`src/rtl/lcd12864_text_feeder.sv`:
```
// Text-buffer front end for the ST7920 LCD12864 bus writer: holds a 4x16 character
// buffer and streams init commands, then dirty rows, as {rs, byte} valid/ready beats.
module lcd12864_text_feeder #(
  parameter logic [15:0] CLR_GAP   = 16'd2000,
  parameter logic [7:0]  FILL_CHAR = 8'h20
) (
  input  logic       clk,
  input  logic       rst,
  input  logic       wr_en,
  input  logic [5:0] wr_addr,
  input  logic [7:0] wr_data,
  input  logic       refresh,
  output logic       out_valid,
  output logic       out_rs,
  output logic [7:0] out_data,
  input  logic       out_ready,
  output logic       busy
);

  typedef enum logic [2:0] {
    S_FILL = 3'd0,
    S_INIT = 3'd1,
    S_GAP  = 3'd2,
    S_IDLE = 3'd3,
    S_ADDR = 3'd4,
    S_DATA = 3'd5
  } state_t;

  state_t      state, state_nx;
  logic [5:0]  fill_cnt, fill_cnt_nx;
  logic [1:0]  init_idx, init_nx;
  logic [15:0] gap_cnt, gap_nx;
  logic [1:0]  row, row_nx;
  logic [3:0]  col, col_nx;
  logic [3:0]  dirty, dirty_nx;
  logic [7:0]  mem [0:63];

  logic        fire, host_wr, clr_row;
  logic [3:0]  set_mask, pending;
  logic        load, load_rs, load_mem;
  logic [7:0]  load_cmd, load_byte;
  logic [5:0]  load_addr;

  function automatic logic [7:0] init_cmd(input logic [1:0] idx);
    case (idx)
      2'd0:    init_cmd = 8'h30;
      2'd1:    init_cmd = 8'h0C;
      2'd2:    init_cmd = 8'h06;
      default: init_cmd = 8'h01;
    endcase
  endfunction

  function automatic logic [7:0] row_cmd(input logic [1:0] r);
    case (r)
      2'd0:    row_cmd = 8'h80;
      2'd1:    row_cmd = 8'h90;
      2'd2:    row_cmd = 8'h88;
      default: row_cmd = 8'h98;
    endcase
  endfunction

  function automatic logic [1:0] lowest(input logic [3:0] p);
    if (p[0])      lowest = 2'd0;
    else if (p[1]) lowest = 2'd1;
    else if (p[2]) lowest = 2'd2;
    else           lowest = 2'd3;
  endfunction

  assign fire    = out_valid & out_ready;
  assign host_wr = wr_en & (state != S_FILL);
  assign busy    = !((state == S_IDLE) && (dirty == 4'd0));

  always_comb begin
    set_mask = 4'd0;
    if (host_wr)
      set_mask[wr_addr[5:4]] = 1'b1;
    if (refresh && (state != S_FILL))
      set_mask = 4'hF;
  end

  // Row choice also sees a mark landing this cycle, so a lower row written
  // right after a higher one still goes first.
  assign pending = dirty | set_mask;

  always_comb begin
    state_nx    = state;
    fill_cnt_nx = fill_cnt;
    init_nx     = init_idx;
    gap_nx      = gap_cnt;
    row_nx      = row;
    col_nx      = col;
    clr_row     = 1'b0;
    load        = 1'b0;
    load_rs     = 1'b0;
    load_mem    = 1'b0;
    load_cmd    = 8'h00;
    load_addr   = {row, col};
    case (state)
      S_FILL: begin
        fill_cnt_nx = fill_cnt + 6'd1;
        if (fill_cnt == 6'd63) begin
          state_nx = S_INIT;
          init_nx  = 2'd0;
          load     = 1'b1;
          load_cmd = init_cmd(2'd0);
        end
      end
      S_INIT: begin
        if (fire) begin
          if (init_idx == 2'd3) begin
            state_nx = S_GAP;
            gap_nx   = 16'd0;
          end else begin
            init_nx  = init_idx + 2'd1;
            load     = 1'b1;
            load_cmd = init_cmd(init_idx + 2'd1);
          end
        end
      end
      // The IDLE cycle that follows is the last of the CLR_GAP quiet cycles.
      S_GAP: begin
        if (({1'b0, gap_cnt} + 17'd2) >= {1'b0, CLR_GAP})
          state_nx = S_IDLE;
        else
          gap_nx = gap_cnt + 16'd1;
      end
      S_IDLE: begin
        if (dirty != 4'd0) begin
          row_nx   = lowest(pending);
          state_nx = S_ADDR;
          load     = 1'b1;
          load_cmd = row_cmd(lowest(pending));
        end
      end
      S_ADDR: begin
        if (fire) begin
          clr_row   = 1'b1;
          col_nx    = 4'd0;
          state_nx  = S_DATA;
          load      = 1'b1;
          load_rs   = 1'b1;
          load_mem  = 1'b1;
          load_addr = {row, 4'd0};
        end
      end
      S_DATA: begin
        if (fire) begin
          if (col == 4'd15) begin
            state_nx = S_IDLE;
          end else begin
            col_nx    = col + 4'd1;
            load      = 1'b1;
            load_rs   = 1'b1;
            load_mem  = 1'b1;
            load_addr = {row, col + 4'd1};
          end
        end
      end
      default: begin
        state_nx    = S_FILL;
        fill_cnt_nx = 6'd0;
      end
    endcase
  end

  always_comb begin
    dirty_nx = dirty;
    if (clr_row)
      dirty_nx[row] = 1'b0;
    dirty_nx = dirty_nx | set_mask;
    if (state == S_FILL)
      dirty_nx = 4'hF;
  end

  always_ff @(posedge clk) begin
    if (rst) begin
      state    <= S_FILL;
      fill_cnt <= 6'd0;
      init_idx <= 2'd0;
      gap_cnt  <= 16'd0;
      row      <= 2'd0;
      col      <= 4'd0;
      dirty    <= 4'hF;
    end else begin
      state    <= state_nx;
      fill_cnt <= fill_cnt_nx;
      init_idx <= init_nx;
      gap_cnt  <= gap_nx;
      row      <= row_nx;
      col      <= col_nx;
      dirty    <= dirty_nx;
    end
  end

  always_ff @(posedge clk) begin
    if (state == S_FILL)
      mem[fill_cnt] <= FILL_CHAR;
    else if (wr_en)
      mem[wr_addr] <= wr_data;
  end

  // out_data doubles as the buffer's read register; a same-cycle host write is forwarded.
  assign load_byte = (host_wr && (wr_addr == load_addr)) ? wr_data : mem[load_addr];

  always_ff @(posedge clk) begin
    if (rst) begin
      out_valid <= 1'b0;
      out_rs    <= 1'b0;
      out_data  <= 8'h00;
    end else if (load) begin
      out_valid <= 1'b1;
      out_rs    <= load_rs;
      out_data  <= load_mem ? load_byte : load_cmd;
    end else if (fire) begin
      out_valid <= 1'b0;
    end
  end

endmodule
```
`config.mk`:
```
export PLATFORM = sky130hd
export DESIGN_NAME = lcd12864_text_feeder
export DESIGN_NICKNAME = d
export VERILOG_FILES = /design/src/rtl/lcd12864_text_feeder.sv
export SDC_FILE = /design/constraint.sdc
export NUM_CORES = 1
export LEC_CHECK = 0
export BUFFER_PORTS_ARGS = -buffer_cell sky130_fd_sc_hd__buf_2
export CORE_MARGIN = 1.5
export CORE_UTILIZATION = 56
export DETAILED_ROUTE_END_ITERATION = 16
export PLACE_DENSITY = 0.71
export SKIP_LAST_GASP = 1
export SYNTH_ARGS = -nofsm -noshare
export SYNTH_HDL_FRONTEND = slang
export SYNTH_SLANG_ARGS = --single-unit
export TNS_END_PERCENT = 20
```
`constraint.sdc`:
```
create_clock -name clk -period 4.1 [get_ports clk]
set_input_delay 0 -clock clk [delete_from_list [all_inputs] [get_ports clk]]
set_output_delay 0 -clock clk [all_outputs]
set_load 0.05 [all_outputs]
```
-- Word-level counts from Yosys, hierarchy flattened
Memory sizes are Yosys's and may differ from the RTL's.
Index checks and enable logic that the tools add are counted.
- add/subtract/negate cells: 5
- $lt $le $gt $ge: 5
- eq/ne operators: 24
- multiplexer cells: 67
- bitwise logic cells: 6
- reduce and logical (&&, ||, !) cells: 24
- operators by type and width (cell ; number):
    $mux W16 ; 3
    $mux W4 ; 9
    $mux W8 ; 4
    $pmux W16 S2 ; 1
    $mux W3 ; 8
    $mux W6 ; 4
    $pmux W8 S3 ; 1
    $ne A2 B2 Y1 const B ; 10
    $mux W1 ; 19
    $pmux W3 S6 ; 1
    $pmux W6 S3 ; 1
    $add A16 B2 Y17 const B ; 1
    $ge A17 B11 Y1 const B ; 1
    $add A16 B1 Y16 const B ; 1
    $pmux W4 S2 ; 2
    $pmux W5 S3 ; 1
    $mux W2 ; 7
    $pmux W6 S2 ; 1
    $reduce_and A4 Y1 ; 3
    $reduce_and A8 Y1 ; 1
    $reduce_bool A2 Y1 ; 4
    $reduce_or A8 Y1 ; 1
    $add A6 B1 Y6 const B ; 1
    $eq A2 B2 Y1 const B ; 3
    31 further kinds ; 43
- register bits: 47
- RAM bits: 512
- memories kept: 1
- memory list (name ; depth ; bits a word ; read ports ; clocked after Yosys merged registers in ; wr ports ; RTL line ; source):
    mem ; 64 ; 8 ; 1 ; 0 ; 1 ; 36 ; logic [7:0] mem [0:63];

-- Logic depth before layout (Yosys ltp)
Gate-level depths: netlist of run 1.
- depth in word-level cells: 17
- gate-level depth with buffers: 14
- gate-level depth less buffers: 10

-- Worst setup path before layout of run 1
OpenSTA, ideal clock, no wires.
- path type: register to register
- from: reg out_valid
- to: reg out_data[3]
- arrival: 2670 ps
- data required time: 3976 ps
- path slack: 1306 ps
- cell stages (with the launch flop): 14
- path buffers: 4
- clock period less this slack: 2794 ps
- cells stage by stage: dfxtp_1 > and4b_1 > buf_4 > nand3_1 > o21a_1 > buf_4 > buf_6 > buf_2 > a211oi_1 > a31oi_1 > a22oi_1 > nand2_1 > a221oi_1 > a21oi_1
- word-level cells in the longest chain between the ends: 7
- elaborated cells between the ends (all ways): 16
- classes of those cells: eq/ne (1); mux (12); bitwise (1); reduce/logical (1); memory (1)
- RTL lines (what ; RTL line ; source):
    from (decl) ; 13 ; output logic out_valid,
    from (signal assigned) ; 207 ; out_valid <= 1'b0;
    from (signal assigned) ; 211 ; out_valid <= 1'b1;
    from (signal assigned) ; 215 ; out_valid <= 1'b0;
    $and A1 B1 Y1 (*) ; 69 ; assign fire = out_valid & out_ready;
    branches (longest 6 deep; another with $mem_v2 Z64 W8) ; n/a ;
    to (signal assigned) ; 213 ; out_data <= load_mem ? load_byte : load_cmd;
    to (decl) ; 15 ; output logic [7:0] out_data,
Mark *: on every way between the ends.
A chain may end at the register's enable or synchronous reset.

-- Worst setup path after layout of run 1
Ends and elaborated chain as after synthesis.

==> results of run 1 <==
worst paths after layout:
path                                               start                        to  slack (ps)  cells after the start
worst min-delay path                               wr_en       dirty[1]$_SDFF_PP1_         100                      3
worst min register to register  gap_cnt[14]$_SDFFE_PP0P_  gap_cnt[14]$_SDFFE_PP0P_         460                      2
worst max-delay path              out_valid$_SDFFE_PP0P_  out_data[3]$_SDFFE_PP0P_         140                     10
worst max register to register    out_valid$_SDFFE_PP0P_  out_data[3]$_SDFFE_PP0P_         140                     10
worst register-to-register path: stages, from the launching register on:
cell      delay (ps)
dfxtp_1          470
and4b_1          450
nand3_1          350
o21ai_4          510
buf_4            260
buf_4            300
nand3_1          170
a31oi_1          300
a21oi_1          190
a221oi_1         660
a21oi_1          150
layer usage:
layer	vias to the layer above	wire length (um)	GRT usage (%)
met5	-	43	0
met4	2	3010	12.2
met3	198	7900	7.47
met2	1114	30000	46.3
met1	8295	27200	43.8
li1	7327	-	-
stage by stage:
step	util, %	std cells
floorplan	-	1914
global placement	59.1	2453
detailed placement	59.1	2453
CTS	63.9	2575
global route	64.0	2579
finish	64.0	2579
where the power goes:
part / internal (W) / switching [W] / total [W] / leakage (nW)
Combinational: 0.000261 / 0.000822 / 0.00108 / 3.31
Sequential: 0.00653 / 0.0000658 / 0.00660 / 5.16
Clock: 0.00299 / 0.00216 / 0.00515 / 0.887
sequential cells by signal (all words and copies together), names as in the netlist:
| register | flops |
|---|---|
| state | 3 |
| dirty | 4 |
| out_rs | 1 |
| row | 2 |
| col | 4 |
| fill_cnt | 6 |
| gap_cnt | 16 |
| out_valid | 1 |
| init_idx | 2 |
| mem | 512 |
| out_data | 8 |
cell usage in the layout (no fill, tap or decap), types with 29 or more instances in the layout:
cell type / instances
nor2_1: 135
clkbuf_16: 58
nand2_1: 404
nand3_1: 80
a211oi_1: 58
edfxtp_1: 512
a21oi_1: 76
mux2i_1: 45
o21ai_0: 33
buf_2: 29
a31oi_1: 70
buf_4: 80
and3_1: 70
dfxtp_1: 46
layout make-up:
class                           instances  share of cell area (%)
Clock inverter                         26                   0.934
Multi-Input combinational cell       1226                    25.4
Tap cell                              539                    2.52
Inverter                               15                   0.210
Timing Repair Buffer                  136                    4.09
Clock buffer                           78                    5.99
Sequential cell                       559                    60.9
kinds of logic after synthesis:
group / share of synthesized area (%)
flops: 68.8
xor+xnor: 0.628
fa+ha+maj: 0.528
buf+inv: 2.84
compound gates: 9.77
mux: 2.04
simple gates: 15.4
timing repair:
action,in CTS,in global routing
endpoints found under the setup margin,0,1
hold endpoints to repair,31,0
setup buffers,0,1
resized for setup,0,4
hold buffers,18,0
==> summary.txt, run 1 <==
Timing
  • Setup TNS: 0 ps
  • RSZ-0062 raised after global routing: false
  • Max_slew headroom: 28.8%
  • Max Clk Rate: roughly 250 MHz
  • Clk_skew: 21.5 ps
  • Worst Max-Slew Pin Slew: 1060 ps
  • Final min period: 3960 ps
  • Setup WS post-layout: 142 ps
  • Hold Fails Final Rpt: 0
  • Worst hold margin: 105 ps
  • Final setup vio count: 0
  • Crit share post-route: a little over nine tenths
  • Pins Over Slew Limit: 0

Power
  • LEAKAGE: 9.35 nW
  • Pwr Density: 479 mW/mm^2
  • Pwr Total: around 0.013 W
  • VDD IR max: 372 uV

Synth
  • Post-synthesis async set-or-reset flop share: 0%
  • Register area share after synthesis: 68.8%
  • Synth top area cells: edfxtp_1 (65%), nand2_1 (6.4%), dfxtp_1 (4.0%), nor2_1 (2.1%), and3_1 (2.1%)
  • Post-synth EDFFs: 512
  • Mapped cell area: 0.0237 mm^2
  • Syn nets: 1943
  • #FFs+latches synth: 559
  • Cells after Synth: 1914
  • Leading cell type by number of instances after synthesis: edfxtp_1
  • Synth top area share: between 60% and 70%
  • Leading area contributor after synthesis: edfxtp_1
  • Avg Cell Area, Syn: 12.4 um^2
  • Netlist cell types: 77
  • Yosys warnings: 0
  • Post-synth top cells: edfxtp_1 (512), nand2_1 (404), nor2_1 (135)
  • Predominant post-synthesis flop cell: edfxtp_1

Routing
  • Final ANT Viol Nets: 0
  • Routed WL per cell: between 20 and 30 um
  • DRT iter0 DRCs: 2553
  • Drt first pass iters: 8
  • Remaining DRCs: 0
  • Via count: 16.9k
  • Via density: roughly 6.6
  • WL final: 68200 um

Die
  • Top Ports: 30
  • Die Ht: 209 um
  • Area of the die: 0.0436 mm^2
  • Die width: roughly 210 um
  • # rows: 75
  • Starting Density: 56.6%
  • Core footprint: 0.0419 mm^2

Global route
  • First-pass GRT wire length: 99900 um
  • Global route overflow: 0
  • Initial antenna violation count: 0
  • Overall Global Routing Usage: 30.9%
  • Largest net degree at the start of global routing: 65
  • Vias in the first global route: roughly 15k

Setup path
  • Crit-path max FO: 20
  • Worst path slowest cell: a221oi_1
  • Max incr delay on CP: 660 ps
  • Cell family with most CP delay: compound AO/OA/AOI/OAI gates
  • Type of origin of the critical path: flop
  • Critical Path End Type: flop
  • Buf/Inv on CP: 2
  • Critical path data required time: 4560 ps
  • Worst Setup Path Type: flop to flop
  • Worst Path Arrival: about 4400 ps
  • Cell chain of the critical path: and4b_1 -> nand3_1 -> o21ai_4 -> buf_4 -> buf_4 -> nand3_1 -> a31oi_1 -> a21oi_1 -> a221oi_1 -> a21oi_1

Cells and area
  • Fin area: between 0.02 and 0.03 mm^2
  • Area delta synth->final: 13.1%
  • Multi-input combinational cell area: roughly 0.0068 mm^2
  • FF/Latch Area: about 0.016 mm^2
  • Final #Nets: 2023
  • Filler cells: 3131
  • Layout cells sized above 1: 11.8%
  • Diodes inserted: 0

Clocking
  • Clk pin slew, worst setup/hold paths: 60 ps
  • Root Buffer: clkbuf_16
  • Number of CTS-inserted buffers: 56
  • CTS tree: done
  • Clk_lat worst skew: 620 ps
  • Number of H-tree levels: 2
  • Clk sinks: between 500 and 600
  • Clock Path Buffers: 3

Place
  • HPWL Detailed: 43300 um
  • Placed Area: 0.0247 mm^2
  • Port-buffer cells: 29
  • Setup Slack @ Placement: 456 ps
  • Routability cong.: just over 1

Worst hold path
  • HP Class: input port to flop

Flow run
  • Max-Cap Viols: 0

Run status
  • Status: finished clean
No activity file was read; power rests on OpenSTA's default activity.
==> run 2: changes to the inputs <==
--- a/config.mk
+++ b/config.mk
@@ -10,6 +10,7 @@
 export CORE_UTILIZATION = 56
 export DETAILED_ROUTE_END_ITERATION = 16
 export PLACE_DENSITY = 0.71
+export REMOVE_ABC_BUFFERS = 1
 export SKIP_LAST_GASP = 1
 export SYNTH_ARGS = -nofsm -noshare
 export SYNTH_HDL_FRONTEND = slang
==> run 2 against run 1 <==
Net effect:
- combinational power about the same
- non-clock buffer count grew 13
- die area did not move
- clock-buffer cell count decreased by 12
- highest routed layer unchanged
- sequential power about the same
- critical path type unchanged
- clock skew grew 4.4 ps
- global-route usage increased by 0.71 points
- wire length is 0.13% higher
==> summary.txt, run 2 (synthesis results as in run 1) <==
Global route
  • Largest net degree at the start of global routing: 74
  • Initial antenna violation count: 1
  • Vias in the first global route: 15.8k
  • Global route overflow: 0
  • First-pass GRT wire length: 102000 um
  • GRT Max-Usage Layer: met2
  • Met2 Usage GRT: 47.4%
  • GR Util met3: 6.45%
  • Met1 global-route usage: 45.4%
  • Overall Global Routing Usage: 31.6%

Routing
  • Final ANT Viol Nets: 0
  • Drt first pass iters: 6
  • WL final: 68300 um
  • Remaining DRCs: 0
  • Via count: 16.5k
  • Via density: 6.39
  • Routed WL per cell: 26.4 um
  • DRT iter0 DRCs: 2199

Die
  • Die Ht: about 210 um
  • Die width: 209 um
  • Top Ports: 30
  • # rows: 75
  • Area of the die: ~0.044 mm^2
  • Core footprint: approximately 0.042 mm^2
  • Starting Density: 56.6%

Cells and area
  • Filler cells: between 3k and 4k
  • Final #Nets: about 2k
  • Commonest non-fill, non-tap cells in the layout: edfxtp_1 (512), nand2_1 (404), nor2_1 (135)
  • FF/Latch Area: 0.0163 mm^2
  • Area delta synth->final: 13.4%
  • Multi-input combinational cell area: 0.00677 mm^2
  • Layout cells sized above 1: 12.0%
  • Layout Cells excl Fill: 2589
  • Final core utilization: 64.2%
  • Largest register by flop count: mem
  • Max FFs per register: around 510
  • Diodes inserted: 0
  • Fin area: 0.0269 mm^2
  • Top flop regs: mem (512), gap_cnt (16), out_data (8)
  • Commonest non-fill, non-tap cell in the layout: edfxtp_1

Clocking
  • Clock Path Buffers: 3
  • Clk pin slew, worst setup/hold paths: ~60 ps
  • Root Buffer: clkbuf_16
  • Clk_lat worst skew: 630 ps
  • Number of CTS-inserted buffers: 56
  • Post-CTS setup repair buffer count: 0
  • CTS tree: done
  • Cts repair resizes: 0
  • Clk sinks: 559
  • Number of H-tree levels: 2

Place
  • Placed Area: 0.0249 mm^2
  • Routability cong.: 1.03
  • Placed insts: 2470
  • Port-buffer cells: 29
  • HPWL Detailed: around 45000 um

Timing
  • Final setup vio count: 0
  • Final min period: 3640 ps
  • Clk_skew: roughly 26 ps
  • Hold Fails Final Rpt: 0
  • Max Clk Rate: around 270 MHz
  • Max_slew headroom: 21.4%
  • Pins Over Slew Limit: 0
  • Worst Max-Slew Pin Slew: 1180 ps
  • RSZ-0062 raised after global routing: false
  • Crit share post-route: 88.8%

Setup path
  • Worst Setup Path Type: flop to flop
  • Crit-path max FO: 12
  • Max incr delay on CP: 770 ps
  • Type of origin of the critical path: flop
  • Worst path slowest cell: nor2_1
  • Critical path data required time: between 4000 and 5000 ps
  • Critical Path End Type: flop
  • Cell chain of the critical path: buf_4 -> or3_1 -> and2_1 -> nor2_1 -> a21oi_1 -> nor2b_1 -> nand2_1 -> nor2_1
  • CP dominant cell by count: nor2_1
  • Worst Path Arrival: 3890 ps

Power
  • LEAKAGE: 9.41 nW
  • VDD IR max: 339 uV
  • Psw: 0.00305 W
  • Pwr Density: about 480 mW/mm^2
  • Internal Power: 0.00978 W
  • Comb power frac: 8.6%
  • Clock Power Share: 40.0%
  • Register share of total power: 51.4%
  • Switching Share: 23.8%

Worst hold path
  • HP Class: input port to flop

Flow run
  • Max-Cap Viols: 0

Run status
  • Status: finished clean
-- run 2: power groups by stage --
stage	clock network (W)	logic, W	registers (W)
after floorplan	0	0.000557	0.00671
after global placement	0	0.00105	0.00671
after detailed placement	0	0.00107	0.00672
after CTS	0.00517	0.00108	0.00660
after global routing	0.00537	0.00117	0.00661
final	0.00514	0.00110	0.00660
-- run 2: worst paths after layout --
| check | end | start | cells after the start | slack [ps] |
|---|---|---|---|---|
| setup / recovery | mem[34][4]$_DFFE_PP_ | state[0]$_SDFFE_PP0P_ | 8 | 460 |
| hold / removal | dirty[1]$_SDFF_PP1_ | wr_en | 3 | 110 |
| setup reg to reg | mem[34][4]$_DFFE_PP_ | state[0]$_SDFFE_PP0P_ | 8 | 460 |
| hold reg to reg | gap_cnt[14]$_SDFFE_PP0P_ | gap_cnt[14]$_SDFFE_PP0P_ | 2 | 460 |
-- run 2: critical path: cells and delay by family, from the launching register on --
family                 cells  cell delay, ps
flip-flops                 1             480
AND/OR/NAND/NOR            6            2020
AO/OA/AOI/OAI              1             510
buffers and inverters      1             250
-- run 2: what timing repair did --
action	CTS	global route
hold buffers	15	0
setup endpoints to repair	0	0
hold endpoints to repair	31	0
-- run 2: area by class of cell --
| cell class | count | area share (%) |
|---|---|---|
| inverters | 15 | 0.210 |
| flip-flops and latches | 559 | 60.7 |
| clock buffers | 66 | 5.36 |
| well taps | 539 | 2.51 |
| clock inverters | 38 | 1.46 |
| repair buffers | 149 | 4.55 |
| multi-input cells | 1223 | 25.2 |
-- run 2: layer usage --
| metal | wire [um] | part of all wire [%] |
|---|---|---|
| met2 | 30600 | 45 |
| met5 | 13 | 0.019 |
| met4 | 2730 | 4.0 |
| met1 | 27700 | 41 |
| met3 | 7210 | 11 |
-- run 2: stage by stage --
step | hold WS (ps) | setup TNS, ps | setup WS, ps | power [W]
2_1_floorplan | 66.2 | -13640 | -1670 | 0.00727
3_3_place_gp | 314 | 0 | 691 | 0.00776
3_5_place_dp | 318 | 0 | 602 | 0.00778
4_1_cts | 54.1 | 0 | 581 | 0.0128
5_1_grt | 121 | 0 | 291 | 0.0131
6_report | 111 | 0 | 459 | 0.0128
